[config.mk]
export PLATFORM = sky130hd
export DESIGN_NAME = lvds_adc_tx_emulator_flat
export DESIGN_NICKNAME = d
export VERILOG_FILES = /design/src/rtl/lvds_adc_tx_emulator_if.sv /design/src/rtl/lvds_adc_tx_emulator.sv /design/src/flat_wrapper.sv
export SDC_FILE = /design/constraint.sdc
export NUM_CORES = 1
export LEC_CHECK = 0
export ABC_AREA = 1
export BUFFER_PORTS_ARGS = -buffer_cell sky130_fd_sc_hd__buf_4
export CORE_MARGIN = 2
export CORE_UTILIZATION = 37
export CTS_CLUSTER_DIAMETER = 40
export DETAILED_ROUTE_END_ITERATION = 7
export HOLD_SLACK_MARGIN = 0.02
export PLACE_DENSITY_LB_ADDON = 0.12
export SETUP_SLACK_MARGIN = 0.1
export SYNTH_ARGS = -nofsm -noshare
export SYNTH_HDL_FRONTEND = slang
export SYNTH_SLANG_ARGS = --single-unit
[constraint.sdc]
create_clock -name clk_i -period 10.6 [get_ports clk_i]
set_input_delay 1.06 -clock clk_i [delete_from_list [all_inputs] [get_ports clk_i]]
set_output_delay 1.06 -clock clk_i [all_outputs]
set_load 0.005 [all_outputs]
[src/rtl/lvds_adc_tx_emulator_if.sv]
// Parallel sample stream into the LVDS ADC transmitter emulator.
// The source drives one word per lane; the emulator accepts it on valid & ready.
interface lvds_adc_tx_emulator_if #(
  parameter int NLANES = 8,
  parameter int NBITS  = 12
);
  logic [NLANES*NBITS-1:0] sample;
  logic                    valid;
  logic                    ready;

  modport master (output sample, output valid, input ready);
  modport slave  (input sample, input valid, output ready);
endinterface

[src/rtl/lvds_adc_tx_emulator.sv]
// Bit-serial LVDS ADC transmitter model: NLANES lanes of NBITS-bit MSB-first frames,
// with bit/frame clocks, sourced from an external stream or a built-in pattern generator.
module lvds_adc_tx_emulator #(
  parameter int NLANES = 8,
  parameter int NBITS  = 12
) (
  input  logic                 clk_i,
  input  logic                 reset_n_i,
  input  logic                 tx_enable_i,
  input  logic [2:0]           pattern_sel_i,
  input  logic [NBITS-1:0]     custom_pattern_i,
  lvds_adc_tx_emulator_if.slave smp_if,
  output logic [NLANES-1:0]    lvds_out_o,
  output logic                 bit_clk_out_o,
  output logic                 frame_clk_out_o,
  output logic                 frame_start_o,
  output logic [15:0]          underrun_count_o
);

  localparam int CW = $clog2(NBITS);
  localparam logic [CW-1:0] LAST = CW'(NBITS - 1);
  localparam logic [CW-1:0] HALF = CW'(NBITS / 2);
  localparam logic [NBITS-1:0] TOGGLE_A = {(NBITS/2){2'b10}};
  localparam logic [NBITS-1:0] DESKEW   = {{(NBITS/2){1'b1}}, {(NBITS-NBITS/2){1'b0}}};

  // Bits remaining in the current frame: NBITS-1-k. Zero marks the load cycle.
  logic [CW-1:0]     rem_q, rem_d;
  logic [NBITS-1:0]  word_q [NLANES];
  logic [NBITS-1:0]  word_d [NLANES];
  logic [NBITS-1:0]  cur_d  [NLANES];
  logic [NBITS-1:0]  last_q [NLANES];
  logic [NBITS-1:0]  ramp_q;
  logic              toggle_q;
  logic [15:0]       underrun_q;
  logic [NLANES-1:0] lvds_q, lvds_d;
  logic              bit_clk_q, frame_clk_q, frame_start_q;
  logic              load, ext_load;

  assign load     = tx_enable_i && (rem_q == '0);
  assign ext_load = load && (pattern_sel_i == 3'd0);
  assign rem_d    = load ? LAST : rem_q - 1'b1;

  always_comb begin
    for (int i = 0; i < NLANES; i++) begin
      word_d[i] = '0;
      case (pattern_sel_i)
        3'd0: word_d[i] = smp_if.valid ? smp_if.sample[i*NBITS +: NBITS] : last_q[i];
        3'd1: word_d[i] = '0;
        3'd2: word_d[i] = '1;
        3'd3: word_d[i] = toggle_q ? ~TOGGLE_A : TOGGLE_A;
        3'd4: word_d[i] = ramp_q + NBITS'(i);
        3'd5: word_d[i] = custom_pattern_i;
        3'd6: word_d[i] = DESKEW;
        default: word_d[i] = '0;
      endcase
      cur_d[i]  = load ? word_d[i] : word_q[i];
      lvds_d[i] = cur_d[i][rem_d];
    end
  end

  always_ff @(posedge clk_i) begin
    if (!reset_n_i) begin
      rem_q         <= '0;
      ramp_q        <= '0;
      toggle_q      <= 1'b0;
      underrun_q    <= '0;
      lvds_q        <= '0;
      bit_clk_q     <= 1'b0;
      frame_clk_q   <= 1'b0;
      frame_start_q <= 1'b0;
      for (int i = 0; i < NLANES; i++) begin
        word_q[i] <= '0;
        last_q[i] <= '0;
      end
    end else if (!tx_enable_i) begin
      rem_q         <= '0;
      lvds_q        <= '0;
      bit_clk_q     <= 1'b0;
      frame_clk_q   <= 1'b0;
      frame_start_q <= 1'b0;
    end else begin
      rem_q         <= rem_d;
      lvds_q        <= lvds_d;
      frame_clk_q   <= (rem_d >= HALF);
      bit_clk_q     <= (rem_d[0] == LAST[0]);
      frame_start_q <= (rem_d == LAST);
      if (load) begin
        for (int i = 0; i < NLANES; i++) word_q[i] <= word_d[i];
        if (pattern_sel_i == 3'd3) toggle_q <= ~toggle_q;
        if (pattern_sel_i == 3'd4) ramp_q <= ramp_q + 1'b1;
      end
      // Without a valid word the previous one is resent and the miss is counted.
      if (ext_load) begin
        if (smp_if.valid) begin
          for (int i = 0; i < NLANES; i++) last_q[i] <= smp_if.sample[i*NBITS +: NBITS];
        end else if (underrun_q != '1) begin
          underrun_q <= underrun_q + 16'd1;
        end
      end
    end
  end

  assign smp_if.ready     = reset_n_i && ext_load;
  assign lvds_out_o       = lvds_q;
  assign bit_clk_out_o    = bit_clk_q;
  assign frame_clk_out_o  = frame_clk_q;
  assign frame_start_o    = frame_start_q;
  assign underrun_count_o = underrun_q;

endmodule
[src/flat_wrapper.sv]
// flat-port wrapper written by rule: the top's interface ports become plain ports
module lvds_adc_tx_emulator_flat 
#(
  parameter int NLANES = 8,
  parameter int NBITS  = 12
)
  (clk_i, reset_n_i, tx_enable_i, pattern_sel_i, custom_pattern_i, lvds_out_o, bit_clk_out_o, frame_clk_out_o, frame_start_o, underrun_count_o, smp_if_sample, smp_if_valid, smp_if_ready);
  lvds_adc_tx_emulator_if #(.NLANES(NLANES), .NBITS(NBITS)) smp_if_i ();
  input  logic clk_i;
  input  logic reset_n_i;
  input  logic tx_enable_i;
  input  logic [2:0] pattern_sel_i;
  input  logic [NBITS-1:0] custom_pattern_i;
  output logic [NLANES-1:0] lvds_out_o;
  output logic bit_clk_out_o;
  output logic frame_clk_out_o;
  output logic frame_start_o;
  output logic [15:0] underrun_count_o;
  input wire logic [$bits(smp_if_i.sample)-1:0] smp_if_sample;
  input wire logic [$bits(smp_if_i.valid)-1:0] smp_if_valid;
  output wire logic [$bits(smp_if_i.ready)-1:0] smp_if_ready;
  assign smp_if_i.sample = smp_if_sample;
  assign smp_if_i.valid = smp_if_valid;
  assign smp_if_ready = smp_if_i.ready;
  lvds_adc_tx_emulator #(.NLANES(NLANES), .NBITS(NBITS)) u_core (.clk_i(clk_i), .reset_n_i(reset_n_i), .tx_enable_i(tx_enable_i), .pattern_sel_i(pattern_sel_i), .custom_pattern_i(custom_pattern_i), .smp_if(smp_if_i), .lvds_out_o(lvds_out_o), .bit_clk_out_o(bit_clk_out_o), .frame_clk_out_o(frame_clk_out_o), .frame_start_o(frame_start_o), .underrun_count_o(underrun_count_o));
endmodule
### Word-level counts from Yosys, hierarchy flattened

Memory sizes are Yosys's and may differ from the RTL's.
Index checks and enable logic that the tools add are counted.

| storage, ports and cells | value |
|---|---|
| word-level logic and storage cells | 123 |
| output and inout bits | 28 |
| memory bits (writable) | 192 |
| memories kept | 2 |
| register bits after elaboration | 44 |

| cells by class | value |
|---|---|
| muxes and demuxes | 68 |
| equality and inequality tests | 7 |
| order comparisons | 2 |
| add/subtract/negate cells | 9 |
| reductions and logical operators | 9 |
| bitwise gates (word level) | 18 |

Memory list:

| memory | depth | width | read ports | clocked after Yosys merged registers in | wr ports | RTL line | source |
|---|---|---|---|---|---|---|---|
| u_core.last_q | 8 | 12 | 8 | 0 | 8 | lvds_adc_tx_emulator.sv:31 | `logic [NBITS-1:0] last_q [NLANES];` |
| u_core.word_q | 8 | 12 | 8 | 0 | 8 | lvds_adc_tx_emulator.sv:28 | `logic [NBITS-1:0] word_q [NLANES];` |

Operators by type and width:

| kind | number |
|---|---|
| $pmux W12 S6 | 8 |
| $mux W12 | 33 |
| $add A12 B3 Y12 const B | 4 |
| $bmux W1 S4 | 8 |
| $add A12 B2 Y12 const B | 2 |
| $mux W1 | 18 |
| $add A16 B1 Y16 const B | 1 |
| $ne A16 B16 Y1 const B | 1 |
| $or A1 B1 Y1 | 16 |
| $add A12 B1 Y12 const B | 1 |
| $eq A3 B3 Y1 const B | 3 |
| $eq A3 B2 Y1 const B | 2 |
| $reduce_and A3 Y1 | 2 |
| $lt A4 B5 Y1 const B | 1 |
| $eq A4 B4 Y1 const B | 1 |
| $ge A4 B3 Y1 const B | 1 |
| $logic_not A4 Y1 | 1 |
| $mux W4 | 1 |
| $reduce_and A4 Y1 | 1 |
| $sub A4 B1 Y4 const B | 1 |
| $logic_and A1 B1 Y1 | 3 |
| $logic_not A3 Y1 | 1 |
| $not A1 Y1 | 2 |
| $reduce_and A2 Y1 | 1 |

### Logic depth before layout (Yosys ltp)

| logic depth | value |
|---|---|
| word-level depth | 8 |
| gate-level depth with buffers | 16 |
| depth with buffers taken out | 15 |

### Worst setup path before layout

No wires, ideal clock.

| timing | value |
|---|---|
| path kind | in2reg |
| start | in smp_if_valid |
| end | mem u_core.last_q[0][0] (enable) |
| slack | 1.555 ns |
| setup time | 0.683 ns |
| cell stages on the path | 5 |
| buffers on the path | 3 |
| arrival time | 8.362 ns |
| cells stage by stage | inv_1 -> buf_2 -> buf_2 -> buf_1 -> o21ai_0 |

RTL lines:

| item | RTL line | source |
|---|---|---|
| from (decl) | flat_wrapper.sv:20 | `input wire logic [$bits(smp_if_i.valid)-1:0] smp_if_valid;` |
| to (decl) | lvds_adc_tx_emulator.sv:31 |  |

### Worst setup path after layout

| timing | value |
|---|---|
| start | reg u_core.rem_q[0] |
| end | out smp_if_ready |

| on the way | value |
|---|---|
| word-level cells in the longest chain between the ends | 4 |

RTL lines:

| item | RTL line | source |
|---|---|---|
| from (decl) | lvds_adc_tx_emulator.sv:27 | `logic [CW-1:0] rem_q, rem_d;` |
| from (signal assigned) | lvds_adc_tx_emulator.sv:82 | `rem_q <= rem_d;` |
| $logic_not A4 Y1 | lvds_adc_tx_emulator.sv:39 | `assign load = tx_enable_i && (rem_q == '0);` |
| $logic_and A1 B1 Y1 | lvds_adc_tx_emulator.sv:39 |  |
| $logic_and A1 B1 Y1 | lvds_adc_tx_emulator.sv:40 | `assign ext_load = load && (pattern_sel_i == 3'd0);` |
| $logic_and A1 B1 Y1 | lvds_adc_tx_emulator.sv:103 | `assign smp_if.ready = reset_n_i && ext_load;` |
| to (decl) | flat_wrapper.sv:21 | `output wire logic [$bits(smp_if_i.ready)-1:0] smp_if_ready;` |

No other way between the ends.

==> metrics.yaml <==
arrival_ns: 3.21
start_util: 0.374
yosys_warnings: 0
root_buffer: "clkbuf_16"
synthXorXnorAreaFrac: 0.00874
worstMarginPinSlew_ns: 1.24
met3_usage: 0.0434
core_area_um2: 37500
busiest_layer: "met2"
overflow: 0
drive_above_1_share: 0.144
ys_ff_latch: 235
grt_pass1_vias: 12200
start_kind: "flop"
num_rows: 71
ys_top_cells_by_area: "edfxtp_1 (41%), nand2_1 (16%), dfxtp_1 (6.1%), a21oi_1 (5.7%), nor2_1 (5.2%)"
hold_violations: 0
synth_edf_count: 192
syn2layout_area_growth_pct: 19.7
finalSetupViolCount: 0
yosysSeqAreaShare: 0.472
power_frac_comb: 0.138
clockBufferDepth: 3
drt_first_pass_iters: 6
synth_top_family_by_area: "simple AND/OR/NAND/NOR gates"
total_power_mw: 2.83
whs_ns: 0.487
post_cts_resize_count: 0
n_antenna_cell: 0
vias: 13200
p_leak_nw: 7.23
use_met1: 0.379
finalWorstSetupSlack_ns: 6.33
postCtsHoldBufs: 0
drtIter0Drc: 1317
clock_power_share: 0.480
async_reset_ff_frac: 0
hold_depth: 2
path_max_fanout: 51
p_seq_frac: 0.381
min_period_ns: 4.27
gp_congestion: 0.969
die_w_um: 199
hold_start: "u_core.underrun_count_o[13]"
crit_path_start: "u_core.rem_q[0]"
viasPerCell: 5.28
drv_slew: 0
setup_tns_ns: 0
intPower_mw: 2.04
relSlewSlack: 0.172
syn_area_per_cell_um2: 7.57
htreeDepth: 2
yosys.area_share.simple: 0.300
yosysTopAreaCell: "edfxtp_1"
synth_fa_ha_area_frac: 0.0125
synth_compound_area_frac: 0.124
grt_util_met2: 0.393
syn_nets: 1984
totalWireLength_mm: 51.4
num-fill-cells: 3913
rsz0062_at_grt: "no"
required_ns: 9.54
dp.final_hpwl_mm: 36.6
crit_type: "reg -> out"
fin_skew_ns: 0.0195
worstHoldPathType: "reg -> reg"
period_share: 0.403
ant_nets: 0
antenna_found_initial: 0
portBuffers: 142
post-place-ws_ns: 6.25
wl_per_cell_um: 20.5
netlist_top_cells_count: "nand2_1 (587), nor2_1 (195), edfxtp_1 (192), a21oi_1 (160), inv_1 (151)"
r2r_cells: 11
clock-sinks: 235
netlist_instances: 1855
ir_drop_v: 0.000105
grt_max_degree: 76
finalNetCount: 2086
power.density_nw_per_um2: 169
r2r-start: "u_core.rem_q[0]"
fmax_ghz: 0.234
endpoint_kind: "output pin"
ioPinCount: 143
die_y_um: 199
grt_usage: 0.260
ys_types: 51
dieArea_um2: 39500
clk_pin_slew_worst_paths_ns: 0.05
ys.flop_type: "edfxtp_1"
clk_latency_ns: 0.56
grt_pass1_wl_mm: 76.3
swShare: 0.280
synth.most_common_cell: "nand2_1"
yosys.area.top_type_share: 0.411
drc: 0
synth_area_um2: 14000
max_cap_violations: 0
postCtsSetupBuffers: 0
synthMuxAreaShare: 0.000802
power.switching_uw: 794
cts_tree: "built"
status: "completed"
numCtsBuffers: 45
## final cells by class
class                           instances  area [µm²]  share of cell area
Inverter                              163         612              0.0364
Timing Repair Buffer                  160        1200              0.0715
Sequential cell                       235        6630               0.394
Clock buffer                           54        1210              0.0721
Multi-Input combinational cell       1352        6280               0.374
Tap cell                              511         639              0.0381
Clock inverter                         27         228              0.0136
## critical path: stages (launching register included)
cell and delay (ns):
dfxtp_1 0.30, buf_4 0.34, inv_1 0.22, ha_1 0.31, nand4_4 0.10, buf_4 0.52
inv_2 0.34, nand2_2 0.22, nor2_1 0.10, buf_4 0.16
## cell usage in the layout (no fill, tap or decap), types with 3 or more instances in the layout
cell	instances
nand2_1	585
nor2_1	195
edfxtp_1	192
a21oi_1	160
buf_4	160
inv_1	150
nand3_1	126
o21ai_0	94
clkbuf_16	46
dfxtp_1	43
nor3_1	31
a31oi_1	22
nand4_1	20
or2_2	18
ha_1	14
inv_2	11
a211oi_1	11
clkinv_1	10
o211ai_1	9
xor2_1	9
nand2_2	7
clkinvlp_4	6
nand3_2	5
xnor2_1	5
clkinv_4	5
clkbuf_1	5
nor2_4	4
nor2_2	4
o21a_1	3
o21ai_1	3
clkinv_2	3
clkbuf_8	3
## kinds of logic (layout without fill, tap and decap cells)
kind of cell / after synthesis / count (layout)
simple gates: 1005 / 1005
compound gates: 318 / 318
buf+inv: 268 / 404
flops: 235 / 235
fa+ha+maj: 14 / 14
xor+xnor: 14 / 14
mux: 1 / 1
## registers in the layout (all words and copies together) (netlist names)
register and flops:
u_core.frame_clk_out_o 1, u_core.frame_start_o 1, u_core.last_q 96, u_core.lvds_out_o 8, u_core.ramp_q 12, u_core.rem_q 4
u_core.toggle_q 1, u_core.underrun_count_o 16, u_core.word_q 96
## path summary, 6_finish.rpt
path	to	slack, ns
setup / recovery	smp_if_ready	6.33
hold / removal	u_core.underrun_count_o[13]	0.49
setup reg to reg	u_core.last_q[0][49]	6.68
hold reg to reg	u_core.underrun_count_o[13]	0.49
## layer usage
| layer | part of all wire | up-vias | routed length, µm |
|---|---|---|---|
| li1 | - | 6370 | - |
| met1 | 0.47 | 6259 | 23900 |
| met2 | 0.44 | 503 | 22600 |
| met3 | 0.071 | 68 | 3630 |
| met4 | 0.024 | 0 | 1250 |
| met5 | 0 | - | 0 |
## power by group through the flow
stage / sequential, mW / combinational [mW] / clock (mW)
after floorplan: 1.10 / 0.231 / 0
after global placement: 1.10 / 0.387 / 0
after detailed placement: 1.10 / 0.388 / 0
after CTS: 1.08 / 0.390 / 1.38
after global routing: 1.08 / 0.429 / 1.42
final: 1.08 / 0.392 / 1.36
## through the flow
stage | cells | area [µm²] | utilization
floorplan | 1855 | 14000 | -
global placement | 2421 | 15400 | 0.410
global route | 2502 | 16800 | 0.448
CTS | 2502 | 16800 | 0.448
finish | 2502 | 16800 | 0.448
detailed placement | 2421 | 15400 | 0.410
(Power assumes the default switching activity.)
